**src/rtl/seven_seg_scan_driver.sv**
```systemverilog
// seven_seg_scan_driver
// Time-multiplexed multi-digit 7-segment driver. BCD digits are held in a
// pending/active double buffer so the shown value only changes between frames.
// One digit is shown per slot of CLK_DIV clocks; the first BLANK_CYCLES clocks
// of each slot keep every anode off to suppress ghosting. All outputs are
// registered, one clock behind the scan state.

module seven_seg_scan_driver #(
    parameter int N_DIGITS       = 4,
    parameter int CLK_DIV        = 50000,
    parameter int BLANK_CYCLES   = 0,
    parameter bit ACTIVE_LOW_OUT = 1'b1
) (
    input  logic                  clk,
    input  logic                  rst_n,
    input  logic                  en,
    input  logic                  load,
    input  logic [4*N_DIGITS-1:0] bcd_in,
    input  logic [N_DIGITS-1:0]   dp_in,
    input  logic                  lzb,
    output logic [6:0]            seg,
    output logic                  dp,
    output logic [N_DIGITS-1:0]   an,
    output logic                  frame_start
);

    localparam int CW = $clog2(CLK_DIV);
    localparam int IW = $clog2(N_DIGITS);

    logic [CW-1:0]           cnt;
    logic [IW-1:0]           idx;
    logic                    tick;
    logic                    boundary;

    logic [4*N_DIGITS-1:0]   pend_bcd;
    logic [N_DIGITS-1:0]     pend_dp;
    logic                    pend_flag;
    logic [4*N_DIGITS-1:0]   act_bcd;
    logic [N_DIGITS-1:0]     act_dp;

    logic [N_DIGITS-1:0]     supp;
    logic [3:0]              cur_digit;
    logic                    show;
    logic [6:0]              seg_d;
    logic                    dp_d;
    logic [N_DIGITS-1:0]     an_d;

    // Internal outputs are active-high; polarity is applied after the flops.
    logic [6:0]              seg_q;
    logic                    dp_q;
    logic [N_DIGITS-1:0]     an_q;
    logic                    wrap_q;
    logic                    fs_q;

    assign tick     = en && (cnt == CW'(CLK_DIV - 1));
    assign boundary = tick && (idx == IW'(N_DIGITS - 1));

    function automatic logic [6:0] decode(input logic [3:0] d);
        logic [6:0] p;
        case (d)
            4'd0:    p = 7'b0111111;
            4'd1:    p = 7'b0000110;
            4'd2:    p = 7'b1011011;
            4'd3:    p = 7'b1001111;
            4'd4:    p = 7'b1100110;
            4'd5:    p = 7'b1101101;
            4'd6:    p = 7'b1111101;
            4'd7:    p = 7'b0000111;
            4'd8:    p = 7'b1111111;
            4'd9:    p = 7'b1101111;
            default: p = 7'b0000000;
        endcase
        return p;
    endfunction

    // Prescaler and digit index; both freeze while en is low.
    always_ff @(posedge clk or negedge rst_n) begin
        if (!rst_n) begin
            cnt <= '0;
            idx <= '0;
        end else if (en) begin
            if (tick) begin
                cnt <= '0;
                if (idx == IW'(N_DIGITS - 1))
                    idx <= '0;
                else
                    idx <= idx + IW'(1);
            end else begin
                cnt <= cnt + CW'(1);
            end
        end
    end

    // Double buffer: a load on the boundary cycle goes straight to active,
    // otherwise loads park in pending and are promoted at the next boundary.
    always_ff @(posedge clk or negedge rst_n) begin
        if (!rst_n) begin
            pend_bcd  <= '0;
            pend_dp   <= '0;
            pend_flag <= 1'b0;
            act_bcd   <= '0;
            act_dp    <= '0;
        end else if (boundary && load) begin
            act_bcd   <= bcd_in;
            act_dp    <= dp_in;
            pend_flag <= 1'b0;
        end else if (boundary && pend_flag) begin
            act_bcd   <= pend_bcd;
            act_dp    <= pend_dp;
            pend_flag <= 1'b0;
        end else if (load) begin
            pend_bcd  <= bcd_in;
            pend_dp   <= dp_in;
            pend_flag <= 1'b1;
        end
    end

    // Leading-zero suppression: a digit is dropped when it and every digit
    // above it are zero. Digit 0 always shows.
    always_comb begin
        logic zero_above;
        supp       = '0;
        zero_above = lzb;
        for (int k = N_DIGITS - 1; k >= 1; k--) begin
            zero_above = zero_above && (act_bcd[4*k +: 4] == 4'd0);
            supp[k]    = zero_above;
        end
    end

    // Next output values for the digit currently selected by idx.
    always_comb begin
        cur_digit = act_bcd[4*int'(idx) +: 4];
        show      = en && (int'(cnt) >= BLANK_CYCLES) && !supp[idx];
        an_d      = '0;
        seg_d     = 7'b0000000;
        dp_d      = 1'b0;
        if (show) begin
            an_d[idx] = 1'b1;
            seg_d     = decode(cur_digit);
            dp_d      = act_dp[idx];
        end
    end

    // Output registers; frame_start lines up with the first output of slot 0.
    always_ff @(posedge clk or negedge rst_n) begin
        if (!rst_n) begin
            seg_q  <= '0;
            dp_q   <= 1'b0;
            an_q   <= '0;
            wrap_q <= 1'b0;
            fs_q   <= 1'b0;
        end else begin
            seg_q  <= seg_d;
            dp_q   <= dp_d;
            an_q   <= an_d;
            wrap_q <= boundary;
            fs_q   <= wrap_q;
        end
    end

    assign seg         = seg_q ^ {7{ACTIVE_LOW_OUT}};
    assign dp          = dp_q ^ ACTIVE_LOW_OUT;
    assign an          = an_q ^ {N_DIGITS{ACTIVE_LOW_OUT}};
    assign frame_start = fs_q;

endmodule

```
**config.mk**
```make
export PLATFORM = sky130hd
export DESIGN_NAME = seven_seg_scan_driver
export DESIGN_NICKNAME = d
export VERILOG_FILES = /design/src/rtl/seven_seg_scan_driver.sv
export SDC_FILE = /design/constraint.sdc
export NUM_CORES = 1
export LEC_CHECK = 0
export CAP_MARGIN = 25
export CORE_UTILIZATION = 25
export DETAILED_ROUTE_END_ITERATION = 10
export MAX_ROUTING_LAYER = met4
export SYNTH_ARGS = -nofsm -noshare
export SYNTH_HDL_FRONTEND = slang
export SYNTH_SLANG_ARGS = --single-unit
```
**constraint.sdc**
```tcl
create_clock -name clk -period 2.8 [get_ports clk]
set_input_delay 0.84 -clock clk [delete_from_list [all_inputs] [get_ports clk]]
set_output_delay 0.84 -clock clk [all_outputs]
set_load 0.02 [all_outputs]
```
### Word-level counts from Yosys, hierarchy flattened

Memories as Yosys holds them, arrays and structs flattened.
Index checks and enable logic that the tools add are counted.

| storage, ports and cells | value |
|---|---|
| memories | 1 |
| register bits after elaboration | 73 |
| bits in latches | 0 |
| bits of input ports | 25 |
| bits in read-only memories | 112 |
| memory bits (writable) | 0 |
| output and inout port bits | 13 |
| word-level logic and storage cells | 60 |

Memories:

| memory | depth | width | read ports | clocked after memory_dff | wr ports | line | source |
|---|---|---|---|---|---|---|---|
| (name not given) | 16 | 7 | 1 | 0 | 0 | 60 | `case (d)` |

| operators by class | value |
|---|---|
| order comparisons | 2 |
| divide/modulo/power cells | 0 |
| reduce and logical (&&, ||, !) cells | 17 |
| muxes and demuxes | 18 |
| equality and inequality tests | 2 |
| add/sub/neg operators | 2 |
| shift operators | 1 |
| $mul | 0 |
| bitwise operators | 5 |

Operators by type and width:

| cell | count |
|---|---|
| $mux 16 | 3 |
| $add 16x1->16 const B | 1 |
| $eq 16x16->1 const B | 1 |
| $shiftx 16x5->4 | 1 |
| $logic_not 4->1 | 3 |
| $mux 4 | 3 |
| $logic_and 1x1->1 | 9 |
| $mux 1 | 7 |
| $mux 7 | 1 |
| $not 7->7 | 1 |
| $bmux 1 s2 | 2 |
| $not 4->4 | 1 |
| $lt 2x3->1 const B | 1 |
| $not 1->1 | 3 |
| $reduce_and 3->1 | 1 |
| $reduce_bool 3->1 | 1 |
| $add 2x1->2 const B | 1 |
| $demux 1 s2 | 1 |
| $eq 2x2->1 const B | 1 |
| $ge 2x1->1 const B | 1 |
| $mux 2 | 1 |
| $reduce_and 2->1 | 1 |
| $reduce_bool 2->1 | 1 |
| $logic_not 1->1 | 1 |

### Depth between registers and ports, before layout

| logic depth | value |
|---|---|
| word-level depth | 9 |
| mapped depth | 8 |

### Worst setup path after synthesis

OpenSTA, ideal clock, no wires.

| path | value |
|---|---|
| path kind | input to register |
| start | input port en |
| end | register pend_bcd[0] |
| path buffers | 2 |
| setup time | 127 ps |
| arrival | 1,983 ps |
| stages on the path | 6 |
| path slack | 689 ps |
| path through | buf_2 and4_1 nand2_1 o21ai_2 buf_6 mux2_1 |

| between the ends | value |
|---|---|
| cells in the longest elaborated chain, start to end | 5 |
| elaborated cells between the ends (all ways) | 7 |
| those cells by class | bitwise: 2; reduce/logical: 5 |

Ends and longest elaborated chain:

| what | line | source |
|---|---|---|
| start, declared | 16 | `input logic en,` |
| $logic_and 1x1->1 (*) | 55 | `assign tick = en && (cnt == CW'(CLK_DIV - 1));` |
| $logic_and 1x1->1 (*) | 56 | `assign boundary = tick && (idx == IW'(N_DIGITS - 1));` |
| $logic_and 1x1->1, on equally long branches | 107, 103 |  |
| $not 1->1 (no line) | -- |  |
| $reduce_and 3->1 (no line) (*) | -- |  |
| end signal, assigned | 112 | `pend_bcd <= bcd_in;` |
| end, declared | 35 | `logic [4*N_DIGITS-1:0] pend_bcd;` |

Mark *: on every way between the ends. The rest lies on a longest branch, timed or not.
A chain may end at the register's enable or synchronous reset.

### Worst setup path in the final report

| path | value |
|---|---|
| start | input port en |
| end | register cnt[14] |

| between the ends | value |
|---|---|
| cells in the longest elaborated chain, start to end | 2 |

Ends and longest elaborated chain:

| what | line | source |
|---|---|---|
| $logic_and 1x1->1 | 55 |  |
| $mux 16 | 82 | `if (tick) begin` |
| end signal, assigned | 89 | `cnt <= cnt + CW'(1);` |
| end, declared | 30 | `logic [CW-1:0] cnt;` |

Several ways; a longest one is shown, not always the timed one.

==> results.json <==
{
  "syn_area_per_cell_um2": 11.0,
  "r2r_cells": 6,
  "cts_setup_buffers": 0,
  "start_util_pct": 25.6,
  "dp_cells": 552,
  "maxCapViolations": 0,
  "synth_fp_nets": 373,
  "r2r-end": "seg_q[4]$_DFF_PN0_",
  "place.gp.congestion": 0.852,
  "syn2layout_area_growth_pct": 23.4,
  "drc": 0,
  "switching_power_mw": 0.598,
  "yosys-top-cells-area": "dfrtp_1 49%, mux2_1 6.0%, o31ai_1 5.6%, a31oi_1 3.4%, ha_1 3.4%",
  "synthTopCellsByCount": "73 x dfrtp_1, 28 x o31ai_1, 24 x inv_1, 23 x nor2_1",
  "rsz0062_at_grt": "false",
  "synth-edff-count": 0,
  "fin_nets": 414,
  "ys_warn_count": 0,
  "critPathMaxFanout": 8,
  "fmax_ghz": 0.440,
  "reg2reg_from": "idx[0]$_DFFE_PN0P_",
  "cts_sinks": 73,
  "grt_usage_pct": 12.4,
  "cpPeakStageDelay_ns": 0.48,
  "slew_viol_final": 0,
  "setup_viol": 0,
  "numCtsBuffers": 9,
  "yosysUniqueCellTypes": 43,
  "die-area_um2": 15400,
  "num_vias": 2735,
  "finalCritPeriodShare_pct": 81.1,
  "finalClockSkew_ns": 0.00492,
  "ios": 38,
  "dp_hpwl_mm": 5.86,
  "critPathCaptureType": "flop",
  "htreeDepth": 3,
  "clockBufferDepth": 2,
  "p_leak_nw": 1.92,
  "antenna_found_initial": 0,
  "worstPathRequired_ns": 3.06,
  "die_x_um": 124,
  "core_um2": 14500,
  "tns_ns": 0,
  "worstMarginPinSlew_ns": 0.620,
  "holdPathStages": 0,
  "grt_pass1_vias": 2738,
  "diodes": 0,
  "firstDrtPassIters": 4,
  "port_buffers": 37,
  "met2WireLength_mm": 3.79,
  "p_clk_share_pct": 41.8,
  "grt_overflow": 0,
  "synth_top_area_cell": "dfrtp_1",
  "num_rows": 44,
  "p_int_mw": 1.87,
  "holdWs_ns": 0.382,
  "hold_class": "reg2reg",
  "synth_ff_type": "dfrtp_1",
  "wl_met1_mm": 3.91,
  "initialDrtViolationCount": 195,
  "hold_viol": 0,
  "ys_ff_latch": 73,
  "routed_wl_mm": 8.18,
  "synth_seq_area_share_pct": 49.0,
  "critPathKind": "in2reg",
  "cp.arrival_ns": 2.53,
  "seqPwrFrac_pct": 48.0,
  "fin_cells": 564,
  "grt_max_degree": 39,
  "p_sw_share_pct": 24.2,
  "drive_above_1_share_pct": 10.5,
  "status": "complete, no violations",
  "synthCells": 338,
  "synth_top_area_share_pct": 49.0,
  "syn-cell-area_um2": 3730,
  "async_reset_ff_share_pct": 100,
  "met3WireLength_um": 308,
  "maxSlewHeadroom_pct": 58.6,
  "powerDensity_nw_per_um2": 537,
  "top_layer": "met4",
  "crit_path_cell_trace": "clkdlybuf4s50_1 -> buf_4 -> and4_1 -> nand3_1 -> or4_1 -> a21oi_1",
  "synth_most_common_cell": "dfrtp_1",
  "die_y_um": 124,
  "path_clk_slew_ns": 0.06,
  "insertion_delay_ns": 0.33,
  "wl_per_cell_um": 14.5,
  "cts_tree": "yes",
  "critical_path.startpoint": "en",
  "r2r_setup_slack_ns": 0.59,
  "ir_drop_v": 0.000298,
  "min_to": "frame_start$_DFF_PN0_",
  "period_needed_ns": 2.27,
  "hold_buffers": 0,
  "ctsResizeCount": 0,
  "combPwrFrac_pct": 10.2,
  "critPathSlowestCell": "clkdlybuf4s50_1",
  "cts-root-buf": "clkbuf_16",
  "holdCritStartpoint": "wrap_q$_DFF_PN0_",
  "routed_via_density": 4.85,
  "critPathLaunchType": "primary input",
  "ant_nets": 0,
  "grt_pass1_wl_mm": 14.0
}
-- power groups by stage --
| stage | clock network (mW) | registers (mW) | logic, mW |
|---|---|---|---|
| after floorplan | 0 | 1.19 | 0.147 |
| after global placement | 0 | 1.20 | 0.248 |
| after detailed placement | 0 | 1.20 | 0.256 |
| after CTS | 1.06 | 1.19 | 0.258 |
| after global routing | 1.12 | 1.20 | 0.284 |
| final | 1.03 | 1.19 | 0.252 |
-- area by class of cell --
type	instances	area (um^2)
repair buffers	55	526
fillers	1494	9930
well taps	184	230
flip-flops and latches	73	1830
clock inverters	1	5.00
clock buffers	11	253
multi-input cells	216	1670
inverters	24	90.1
-- flip-flops by register name (all words and copies together), names as in the netlist, 2 cells and up --
register,cells
act_dp,4
cnt,16
pend_bcd,16
pend_dp,4
seg_q,7
idx,2
act_bcd,16
an_q,4
-- metal layers --
| layer | track usage (%) | up-vias |
|---|---|---|
| li1 | - | 1319 |
| met1 | 16.5 | 1326 |
| met5 | - | - |
| met2 | 18.1 | 73 |
| met4 | 5.73 | 0 |
| met3 | 2.47 | 17 |
-- metrics by stage --
stage          power (mW)  setup WS (ns)  area [um^2]  util, %
3_3_place_gp         1.45          0.236         4340     29.9
3_5_place_dp         1.46          0.217         4340     29.9
2_1_floorplan        1.33          0.689         3730        -
5_1_grt              2.60          0.390         4600     31.6
6_report             2.47          0.528         4600     31.6
4_1_cts              2.50          0.536         4600     31.6
-- worst max-delay path: cells and delay by family --
| kind | cells | cell delay (ns) |
|---|---|---|
| simple gates | 3 | 0.90 |
| buf+inv | 2 | 0.63 |
| compound gates | 1 | 0.15 |
-- cell families (layout without fill, tap and decap cells) --
kind of cell,Yosys count,in the layout,synth area share [%]
compound gates,82,82,15.5
simple gates,81,81,12.2
flops,73,73,49.0
buf+inv,49,91,6.18
mux,32,32,11.2
xor+xnor,11,11,2.59
fa+ha+maj,10,10,3.36
-- cell usage in the layout, fill, tap and decap left out, types with 4 or more instances in the layout --
cell type	count
a21oi_1	9
a31oi_1	20
buf_4	16
clkbuf_16	9
clkdlybuf4s50_1	36
dfrtp_1	73
ha_1	10
inv_1	24
mux2_1	20
mux2i_1	6
nand2_1	9
nand3_1	9
nand4_1	4
nor2_1	23
nor3_1	6
nor3b_1	5
o2111ai_1	7
o21ai_0	5
o2bb2ai_1	7
o31ai_1	28
xnor2_1	5
xor2_1	6
-- how the worst max path moves through the flow --
stage / endpoint / cells past startpoint / slack [ns]
after floorplan: pend_bcd[0]$_DFFE_PN0P_ / 6 / 0.69
after global placement: cnt[14]$_DFFE_PN0P_ / 6 / 0.24
after detailed placement: cnt[14]$_DFFE_PN0P_ / 6 / 0.22
after CTS: cnt[14]$_DFFE_PN0P_ / 6 / 0.54
after global routing: cnt[14]$_DFFE_PN0P_ / 6 / 0.39
final: cnt[14]$_DFFE_PN0P_ / 6 / 0.53
Note: power is estimated with default switching activity, not from simulation.
